### src/rtl/imem_loader.sv
// Instruction-memory writer: packs a valid/ready byte stream little-endian into
// words, writes them from address 0 upward and holds the CPU in reset until done.
module imem_loader #(
    parameter int  tam_entrada = 1024,
    parameter int  tam_salida  = 32,
    localparam int ADDR_W      = $clog2(tam_entrada),
    localparam int NB          = tam_salida / 8
) (
    input  logic                  CLK,
    input  logic                  RESET,
    input  logic                  start,
    input  logic [ADDR_W:0]       nwords,
    input  logic [7:0]            byte_in,
    input  logic                  byte_valid,
    output logic                  byte_ready,
    output logic                  wr_en,
    output logic [ADDR_W-1:0]     wr_addr,
    output logic [tam_salida-1:0] wr_data,
    output logic                  busy,
    output logic                  done,
    output logic                  error,
    output logic                  cpu_hold
);

    localparam int IDX_W = (NB > 1) ? $clog2(NB) : 1;

    localparam logic [ADDR_W:0]   L_DEPTH    = (ADDR_W+1)'(tam_entrada);
    localparam logic [ADDR_W:0]   L_CNT_ONE  = (ADDR_W+1)'(1);
    localparam logic [ADDR_W-1:0] L_ADDR_ONE = ADDR_W'(1);
    localparam logic [IDX_W-1:0]  L_IDX_ONE  = IDX_W'(1);
    localparam logic [IDX_W-1:0]  L_IDX_LAST = IDX_W'(NB - 1);

    typedef enum logic [1:0] {
        S_IDLE  = 2'd0,
        S_RECV  = 2'd1,
        S_WRITE = 2'd2,
        S_DONE  = 2'd3
    } state_t;

    state_t                  r_state;
    state_t                  w_next;

    logic [ADDR_W:0]         r_nwords;
    logic [ADDR_W:0]         r_cnt;
    logic [ADDR_W-1:0]       r_addr;
    logic [IDX_W-1:0]        r_idx;
    logic [tam_salida-1:0]   r_data;
    logic                    r_error;

    logic                    w_start_seen;
    logic                    w_reject;
    logic                    w_load;
    logic                    w_xfer;
    logic [ADDR_W:0]         w_cnt_inc;
    logic                    w_last_word;

    assign w_cnt_inc   = r_cnt + L_CNT_ONE;
    assign w_last_word = (w_cnt_inc == r_nwords);

    always_ff @(posedge CLK or posedge RESET) begin
        if (RESET) begin
            r_state <= S_IDLE;
        end else begin
            r_state <= w_next;
        end
    end

    always_comb begin
        w_next       = r_state;
        w_start_seen = 1'b0;
        w_reject     = 1'b0;
        w_load       = 1'b0;
        w_xfer       = 1'b0;
        case (r_state)
            S_IDLE, S_DONE: begin
                if (start) begin
                    w_start_seen = 1'b1;
                    if (nwords > L_DEPTH) begin
                        w_reject = 1'b1;
                        w_next   = S_IDLE;
                    end else if (nwords == '0) begin
                        w_next = S_DONE;
                    end else begin
                        w_load = 1'b1;
                        w_next = S_RECV;
                    end
                end
            end
            S_RECV: begin
                w_xfer = byte_valid;
                if (byte_valid && (r_idx == L_IDX_LAST)) begin
                    w_next = S_WRITE;
                end
            end
            S_WRITE: begin
                w_next = w_last_word ? S_DONE : S_RECV;
            end
            default: begin
                w_next = S_IDLE;
            end
        endcase
    end

    // Datapath: command latch, byte packing, word/address bookkeeping
    always_ff @(posedge CLK or posedge RESET) begin
        if (RESET) begin
            r_nwords <= '0;
            r_cnt    <= '0;
            r_addr   <= '0;
            r_idx    <= '0;
            r_data   <= '0;
            r_error  <= 1'b0;
        end else begin
            if (w_start_seen) begin
                r_error <= w_reject;
            end
            if (w_load) begin
                r_nwords <= nwords;
                r_cnt    <= '0;
                r_addr   <= '0;
                r_idx    <= '0;
            end
            if (w_xfer) begin
                for (int k = 0; k < NB; k++) begin
                    if (r_idx == IDX_W'(k)) begin
                        r_data[8*k +: 8] <= byte_in;
                    end
                end
                r_idx <= (r_idx == L_IDX_LAST) ? '0 : r_idx + L_IDX_ONE;
            end
            // Address only advances when another word follows, so a full-depth
            // load ends parked on the last location instead of wrapping.
            if (r_state == S_WRITE) begin
                r_cnt <= w_cnt_inc;
                if (!w_last_word) begin
                    r_addr <= r_addr + L_ADDR_ONE;
                end
            end
        end
    end

    assign byte_ready = (r_state == S_RECV);
    assign wr_en      = (r_state == S_WRITE);
    assign busy       = (r_state == S_RECV) || (r_state == S_WRITE);
    assign done       = (r_state == S_DONE);
    assign cpu_hold   = (r_state != S_DONE);
    assign error      = r_error;
    assign wr_addr    = r_addr;
    assign wr_data    = r_data;

endmodule

### config.mk
export PLATFORM = sky130hd
export DESIGN_NAME = imem_loader
export DESIGN_NICKNAME = d
export VERILOG_FILES = /design/src/rtl/imem_loader.sv
export SDC_FILE = /design/constraint.sdc
export NUM_CORES = 1
export LEC_CHECK = 0
export ABC_AREA = 1
export BUFFER_PORTS_ARGS = -buffer_cell sky130_fd_sc_hd__buf_2
export CAP_MARGIN = 20
export CELL_PAD_IN_SITES_DETAIL_PLACEMENT = 1
export CELL_PAD_IN_SITES_GLOBAL_PLACEMENT = 2
export CORE_MARGIN = 4
export CORE_UTILIZATION = 30
export DETAILED_ROUTE_END_ITERATION = 12
export PLACE_DENSITY_LB_ADDON = 0.15
export SLEW_MARGIN = 20
export SYNTH_ARGS = -nofsm -noshare
export SYNTH_HDL_FRONTEND = slang
export SYNTH_SLANG_ARGS = --single-unit
### constraint.sdc
create_clock -name CLK -period 2.75 [get_ports CLK]
set_input_delay 0.55 -clock CLK [delete_from_list [all_inputs] [get_ports CLK]]
set_output_delay 0.55 -clock CLK [all_outputs]
set_load 0.05 [all_outputs]
==> results of run 1 <==
per-stage QoR:
step / cells / utilization [%]
3_3_place_gp: 672 / 34.90
3_5_place_dp: 672 / 34.90
2_1_floorplan: 462 / -
6_report: 688 / 37.21
4_1_cts: 688 / 37.21
5_1_grt: 688 / 37.21
worst max-delay path, delay by kind of cell (launching register included):
family     cells  cell delay (ns)
buf+inv        3             0.48
flops          1             0.37
fa+ha+maj      1             0.35
sequential cells by signal (all words and copies together) (netlist names):
name      flops
r_cnt        11
error         1
wr_data      32
r_nwords     11
wr_addr      10
r_idx         2
r_state       2
area by class of cell:
class	instances	area (sq um)	area share, %
sequential	69	1727	38.63
multi-input combinational	318	1652	36.95
timing repair buffer	73	385.4	8.623
inverter	65	244.0	5.459
clock buffer	10	229.0	5.123
tap	147	183.9	4.115
clock inverter	6	48.80	1.092
per-layer routing:
metal,vias up,share of wire [%],GRT usage (%)
li1,1620,-,-
met4,0,2.0,5.358
met3,15,5.4,5.223
met2,55,47,24.62
met5,-,0,0
met1,1514,46,19.48
worst paths after layout:
kind | slack [ns] | start | cells past startpoint | endpoint
max | 0.67 | r_state[0] | 4 | busy
min reg2reg | 0.48 | wr_data[8] | 2 | wr_data[8]
max reg2reg | 0.71 | r_cnt[1] | 13 | wr_addr[4]
min in group CLK | 0.47 | nwords[2] | 2 | r_nwords[2]
min | 0.28 | RESET | 3 | wr_data[10]
max in group asynchronous | 2.15 | RESET | 3 | r_nwords[9]
cell usage after synthesis (all sizes together), types with 3 or more instances:
master / n / share of area [%]
dfrtp: 69 / 47
o22ai: 4 / 0.68
clkbuf: 7 / 1.3
o21ai: 56 / 7.6
xor2: 4 / 0.95
ha: 9 / 3.0
nand2: 148 / 16
nand3b: 4 / 0.81
nor3: 3 / 0.41
inv: 65 / 6.6
a21oi: 8 / 1.2
buf: 3 / 0.74
nor2: 25 / 4.1
nand3: 43 / 6.8
xnor2: 4 / 0.95
nand4: 4 / 0.68
mux2: 3 / 0.91
cell families (layout without fill, tap and decap cells):
kind of cell,count (synthesis),in the layout,synth area share (%)
fa+ha+maj,9,9,3.047
buf+inv,75,154,8.598
simple gates,228,228,28.98
flops,69,69,46.72
compound gates,70,70,9.851
mux,3,3,0.9139
xor+xnor,8,8,1.896
power by group through the flow:
stage	Combinational, mW	Sequential, mW	Clock [mW]
floorplan	1.45	2.68	0
global placement	3.00	1.82	0
detailed placement	3.05	1.84	0
CTS	3.06	1.83	1.12
global route	3.31	1.89	1.18
finish	3.00	1.82	1.08
==> run_results.csv, run 1 <==
group,metric,value,unit
sta,number_of_setup_violations_in_the_final_report,0,
finish,fillerInstances,1478,
finish,antenna_cells,0,
sta,holdWs,0.2751,ns
yosys,netlist_area,3696,sq um
placement,place_area,4192,sq um
setup_path,startpoint_type,"flip-flop",
setup_path,cells_along_the_critical_path,"inv_1 -> ha_1 -> inv_1 -> buf_2",
route,post-route-drc-count,0,
route,drt-total-wl,10.24,mm
placement,gp_routability_congestion,0.7296,
setup_path,setup.worst_path.end_class,"output port",
grt,maximum_number_of_pins_on_one_net_before_global_route_repair,70,
sta,post-route-period-util,75.59,%
placement,detailedPlace.worstSlack,0.4362,ns
grt,grt_pass1_vias,3504,
clock_network,cts_htree_levels,3,
clock_network,worst_skew_late_latency,0.34,ns
sta,slew_headroom,64.33,%
clock_network,cts-root-buf,"sky130_fd_sc_hd__clkbuf_16",
yosys,syn-instance-count,462,
route,avgRoutedWirePerCell,14.89,um
sta,final-max-slew-violation-count,0,
finish,final_std_cell_area_no_fill,4469,sq um
placement,place_hpwl,7.613,mm
hold_path,hold_path.class,"primary input to asynchronous set/reset pin",
grt,track_usage,15.43,%
finish,fraction_of_layout_instances_using_a_drive_strength_above_1,21.44,%
pwr,p_leak,2.402,nW
floorplan,dieHeight,119.0,um
sta,grt_setup_unrepaired,"false",
clock_network,cts.sink_count,69,
route,dr.first_iter.drc_count,108,
yosys,synth_nets,494,
route,firstDrtPassIters,4,
yosys,postSynth.asyncResetShare,100.0,%
pwr,internal-power,2.836,mW
clock_network,clkTransAtPathRegs,0.06,ns
finish,final_net_count,568,
sta,layout_setup_ws,0.6712,ns
setup_path,worst-endpoint-required,2.20,ns
pwr,vdd_ir_drop_max,0.6816,mV
floorplan,floorplan.initialDensity,30.77,%
sta,post_layout_min_period,2.079,ns
yosys,synth-edff-count,0,
route,drt-vias-per-instance,4.657,
setup_path,worst-endpoint-arrival,1.53,ns
clock_network,numCtsBuffers,9,
placement,io_buffers,70,
yosys,synth_warnings,0,
setup_path,cell_with_the_largest_stage_delay_on_the_worst_path,"sky130_fd_sc_hd__dfrtp_1",
setup_path,cp_slowest_stage_delay,0.37,ns
yosys,main_flop_type_after_synthesis,"sky130_fd_sc_hd__dfrtp_1",
sta,final_hold_viol_count,0,
sta,max_freq,0.4810,GHz
sta,finalSetupTns,0,ns
clock_network,cts_tree,"built",
sta,final.setup_skew,0.009413,ns
pwr,power_per_cell_area,1321,nW/um^2
pwr,post-layout-total-power,5.905,mW
floorplan,pin_count,71,
clock_network,clk_path_buf_depth,2,
floorplan,chipWidth,119.0,um
floorplan,placementRows,40,
pwr,switchingPower,3.069,mW
route,via_count,3204,
job,cap_violations,0,
yosys,synth.yosys.seq_area_share,46.72,%
grt,antenna_found_initial,0,
finish,flow.area_growth_from_synthesis,20.92,%
yosys,yosys_register_bits,69,
grt,global_route_wire_length_before_repair,17.54,mm
outcome,run_status,"finished, final reports clean",
pwr,power_switching_share,51.98,%
setup_path,cp_common_cell,"sky130_fd_sc_hd__inv_1",
clock_network,postCtsHoldBufs,0,
setup_path,highest_net_fanout_along_the_worst_path,5,
pwr,clock_power_share,18.3,%
grt,globalRoute.totalOverflow,0,
sta,worstMarginPinSlew,0.5338,ns
setup_path,timing.setup.critical_path_class,"flip-flop to output port",
yosys,synthDistinctLibCells,32,
clock_network,post_cts_resize_count,0,
route,drtAntennaViolNets,0,
pwr,p_comb_share,50.8,%
pwr,power_share_of_the_sequential_group,30.8,%
finish,layout.cells.most_common,"sky130_fd_sc_hd__nand2_1",
finish,commonest_cells_after_routing_fill_and_taps_aside,"sky130_fd_sc_hd__nand2_1, sky130_fd_sc_hd__buf_2, sky130_fd_sc_hd__dfrtp_1",
floorplan,die-area,14160,sq um
clock_network,cts_setup_buffers,0,
yosys,syn-mean-instance-area,8.000,sq um
floorplan,core,12010,sq um
(Power assumes the default switching activity.)
==> run 2, diff against run 1 <==
--- a/config.mk
+++ b/config.mk
@@ -11,7 +11,7 @@
 export CELL_PAD_IN_SITES_DETAIL_PLACEMENT = 1
 export CELL_PAD_IN_SITES_GLOBAL_PLACEMENT = 2
 export CORE_MARGIN = 4
-export CORE_UTILIZATION = 30
+export CORE_UTILIZATION = 29
 export DETAILED_ROUTE_END_ITERATION = 12
 export PLACE_DENSITY_LB_ADDON = 0.15
 export SLEW_MARGIN = 20
==> constraint.sdc (replaced) <==
create_clock -name CLK -period 1.9 [get_ports CLK]
set_input_delay 0.38 -clock CLK [delete_from_list [all_inputs] [get_ports CLK]]
set_output_delay 0.38 -clock CLK [all_outputs]
set_load 0.05 [all_outputs]
==> run 2 against run 1 <==
  * The run now ends with setup timing left
  * Register-to-register slack got worse by 0.71 ns
  * Design area increased by 7.6%
  * Power increased by 51%
  * Cell count increased by 6.8%
  * Count of clock-buffer cells in the layout unchanged
  * Critical path depth increased by 9
  * Sequential cell count unchanged
  * Global-route usage increased by 0.59 points
  * Critical endpoint is now wr_addr[9]
  * Clock skew decreased by 0.0019 ns
  * Combinational power increased by 58%
  * Hold slack got worse by 0.21 ns
  * First-iteration DRC count decreased by 15%
==> run_results.csv, run 2 (synthesized netlist as in run 1, its figures left out) <==
group,metric,value,unit
clock_network,cts_htree_levels,3,
pwr,internal-power,4.354,mW
finish,largest_register_ff_count,32,
outcome,violated_checks,"setup timing",
floorplan,floorplan.initialDensity,30.14,%
route,post-route-drc-count,0,
pwr,post-layout-total-power,8.937,mW
finish,final_net_count,595,
grt,antenna_found_initial,0,
floorplan,die-area,14620,sq um
placement,place.detailed.instances,714,
finish,commonest_cells_after_routing_fill_and_taps_aside,"sky130_fd_sc_hd__nand2_1, sky130_fd_sc_hd__buf_2, sky130_fd_sc_hd__dfrtp_1",
sta,holdWs,0.06517,ns
pwr,power_switching_share,51.29,%
pwr,power_share_of_the_sequential_group,29.6,%
clock_network,cts_tree,"built",
finish,flow.area_growth_from_synthesis,30.16,%
setup_path,cell_with_the_largest_stage_delay_on_the_worst_path,"sky130_fd_sc_hd__dfrtp_1",
job,cap_violations,0,
setup_path,worst-endpoint-arrival,2.17,ns
route,firstDrtPassIters,4,
route,via_count,3368,
setup_path,cp_slowest_stage_delay,0.41,ns
clock_network,clk_path_buf_depth,2,
pwr,switchingPower,4.583,mW
floorplan,core,12260,sq um
finish,layout.cells.most_common,"sky130_fd_sc_hd__nand2_1",
pwr,power_per_cell_area,1858,nW/um^2
sta,layout_setup_ws,-0.0008396,ns
clock_network,clkTransAtPathRegs,0.06,ns
clock_network,numCtsBuffers,9,
floorplan,chipWidth,120.9,um
sta,final.setup_skew,0.007476,ns
sta,grt_setup_unrepaired,"true",
grt,grt_pass1_vias,3661,
setup_path,timing.setup.critical_path_class,"flip-flop to flip-flop",
sta,number_of_setup_violations_in_the_final_report,1,
sta,final-max-slew-violation-count,0,
pwr,vdd_ir_drop_max,0.7376,mV
floorplan,placementRows,40,
setup_path,worst-endpoint-required,2.17,ns
sta,final_hold_viol_count,0,
route,drt-total-wl,10.83,mm
floorplan,pin_count,71,
pwr,clock_power_share,17.3,%
sta,post_layout_min_period,1.901,ns
floorplan,dieHeight,120.9,um
sta,post-route-period-util,100.0,%
sta,worstMarginPinSlew,0.4828,ns
grt,maximum_number_of_pins_on_one_net_before_global_route_repair,23,
pwr,p_leak,2.519,nW
placement,gp_routability_congestion,0.7849,
placement,detailedPlace.worstSlack,-0.1201,ns
setup_path,cells_along_the_critical_path,"ha_4 -> nand2_8 -> nor2_8 -> nand3_2 -> nand3b_1 -> nand2_1 -> nor2_2 -> nand3_4 -> nor2_4 -> nand2_1 -> nand2_1 -> nand2_1 -> nand2_1",
clock_network,worst_skew_late_latency,0.34,ns
placement,io_buffers,70,
route,dr.first_iter.drc_count,92,
setup_path,highest_net_fanout_along_the_worst_path,8,
finish,fillerInstances,1495,
pwr,p_comb_share,53.1,%
sta,slew_headroom,67.74,%
outcome,run_status,"finished, violations left",
setup_path,setup.worst_path.end_class,"flip-flop",
finish,fraction_of_layout_instances_using_a_drive_strength_above_1,28.40,%
setup_path,cp_common_cell,"sky130_fd_sc_hd__nand2_1",
route,drtAntennaViolNets,0,
placement,place_hpwl,8.162,mm
finish,layoutNonFillerInstCount,735,
clock_network,postCtsHoldBufs,0,
finish,finalCoreUtilization,39.23,%
grt,global_route_wire_length_before_repair,18.55,mm
clock_network,cts.sink_count,69,
route,drt-vias-per-instance,4.582,
sta,max_freq,0.5261,GHz
route,avgRoutedWirePerCell,14.74,um
grt,track_usage,16.02,%
hold_path,hold_path.class,"primary input to asynchronous set/reset pin",
grt,globalRoute.totalOverflow,0,
setup_path,startpoint_type,"flip-flop",
finish,antenna_cells,0,
clock_network,cts-root-buf,"sky130_fd_sc_hd__clkbuf_16",
run 2: changes by cell type in the layout (fill, tap and decap cells not counted), moves of 2 or more:
cell                         before  now
sky130_fd_sc_hd__nand2_2          6   12
sky130_fd_sc_hd__dfrtp_2          0    2
sky130_fd_sc_hd__nand3_2          2    4
sky130_fd_sc_hd__inv_1           63   60
sky130_fd_sc_hd__nand2_1        139  132
sky130_fd_sc_hd__buf_4            2   26
sky130_fd_sc_hd__dfrtp_1         69   67
sky130_fd_sc_hd__nand3_1         39   36
sky130_fd_sc_hd__buf_6            0    3
sky130_fd_sc_hd__clkinv_4         4    0
sky130_fd_sc_hd__clkinvlp_4       0    2
sky130_fd_sc_hd__clkinv_2         1    4
run 2: timing repair:
item                                    CTS  global route
resized for setup                        16            15
pin swaps                                 9             7
buffers inserted                          6             0
endpoints found under the hold margin     0             0
endpoints found under the setup margin   11            13
run 2: power by group through the flow:
| stage | clock network, mW | logic (mW) | registers [mW] |
|---|---|---|---|
| finish | 1.55 | 4.74 | 2.64 |
| global route | 1.67 | 5.22 | 2.75 |
| CTS | 1.61 | 4.72 | 2.65 |
| detailed placement | 0 | 4.59 | 2.63 |
| global placement | 0 | 4.51 | 2.62 |
| floorplan | 0 | 2.10 | 3.88 |
run 2: through the flow:
step	instance area (sq um)	TNS (ns)
after global routing	4811	-1.464
after floorplan	3700	0
final	4811	-0.0008396
after detailed placement	4392	-1.839
after CTS	4762	-0.1279
after global placement	4392	-1.102
run 2: area by class of cell:
class	count	area [sq um]	area share (%)
Multi-Input combinational cell	318	1740	36.18
Sequential cell	69	1729	35.94
Timing Repair Buffer	100	614.3	12.77
Inverter	65	250.2	5.202
Clock buffer	10	239.0	4.967
Tap cell	168	210.2	4.369
Clock inverter	5	27.53	0.5722
run 2: worst paths after layout:
| check | from | to | cells past startpoint | slack (ns) |
|---|---|---|---|---|
| worst min register to register | wr_data[7] | wr_data[7] | 2 | 0.48 |
| worst min-delay path | RESET | r_cnt[10] | 2 | 0.07 |
| worst max register to register | r_cnt[0] | wr_addr[9] | 13 | -0.0008 |
| max in group asynchronous | RESET | r_cnt[3] | 3 | 1.30 |
| min in group CLK | nwords[2] | r_nwords[2] | 2 | 0.31 |
| worst max-delay path | r_cnt[0] | wr_addr[9] | 13 | -0.0008 |
run 2: critical path: cells and delay by family (launching register included):
kind	cells	cell delay (ns)
adders and majority gates	1	0.19
DFF	1	0.41
and+or+nand+nor	12	1.24
run 2: layer usage:
| metal | share of wire (%) | global-route usage (%) | up-vias |
|---|---|---|---|
| met5 | 0 | 0 | - |
| met2 | 47 | 25.63 | 62 |
| li1 | - | - | 1667 |
| met4 | 1.5 | 5.170 | 0 |
| met3 | 5.6 | 4.522 | 12 |
| met1 | 46 | 20.90 | 1627 |
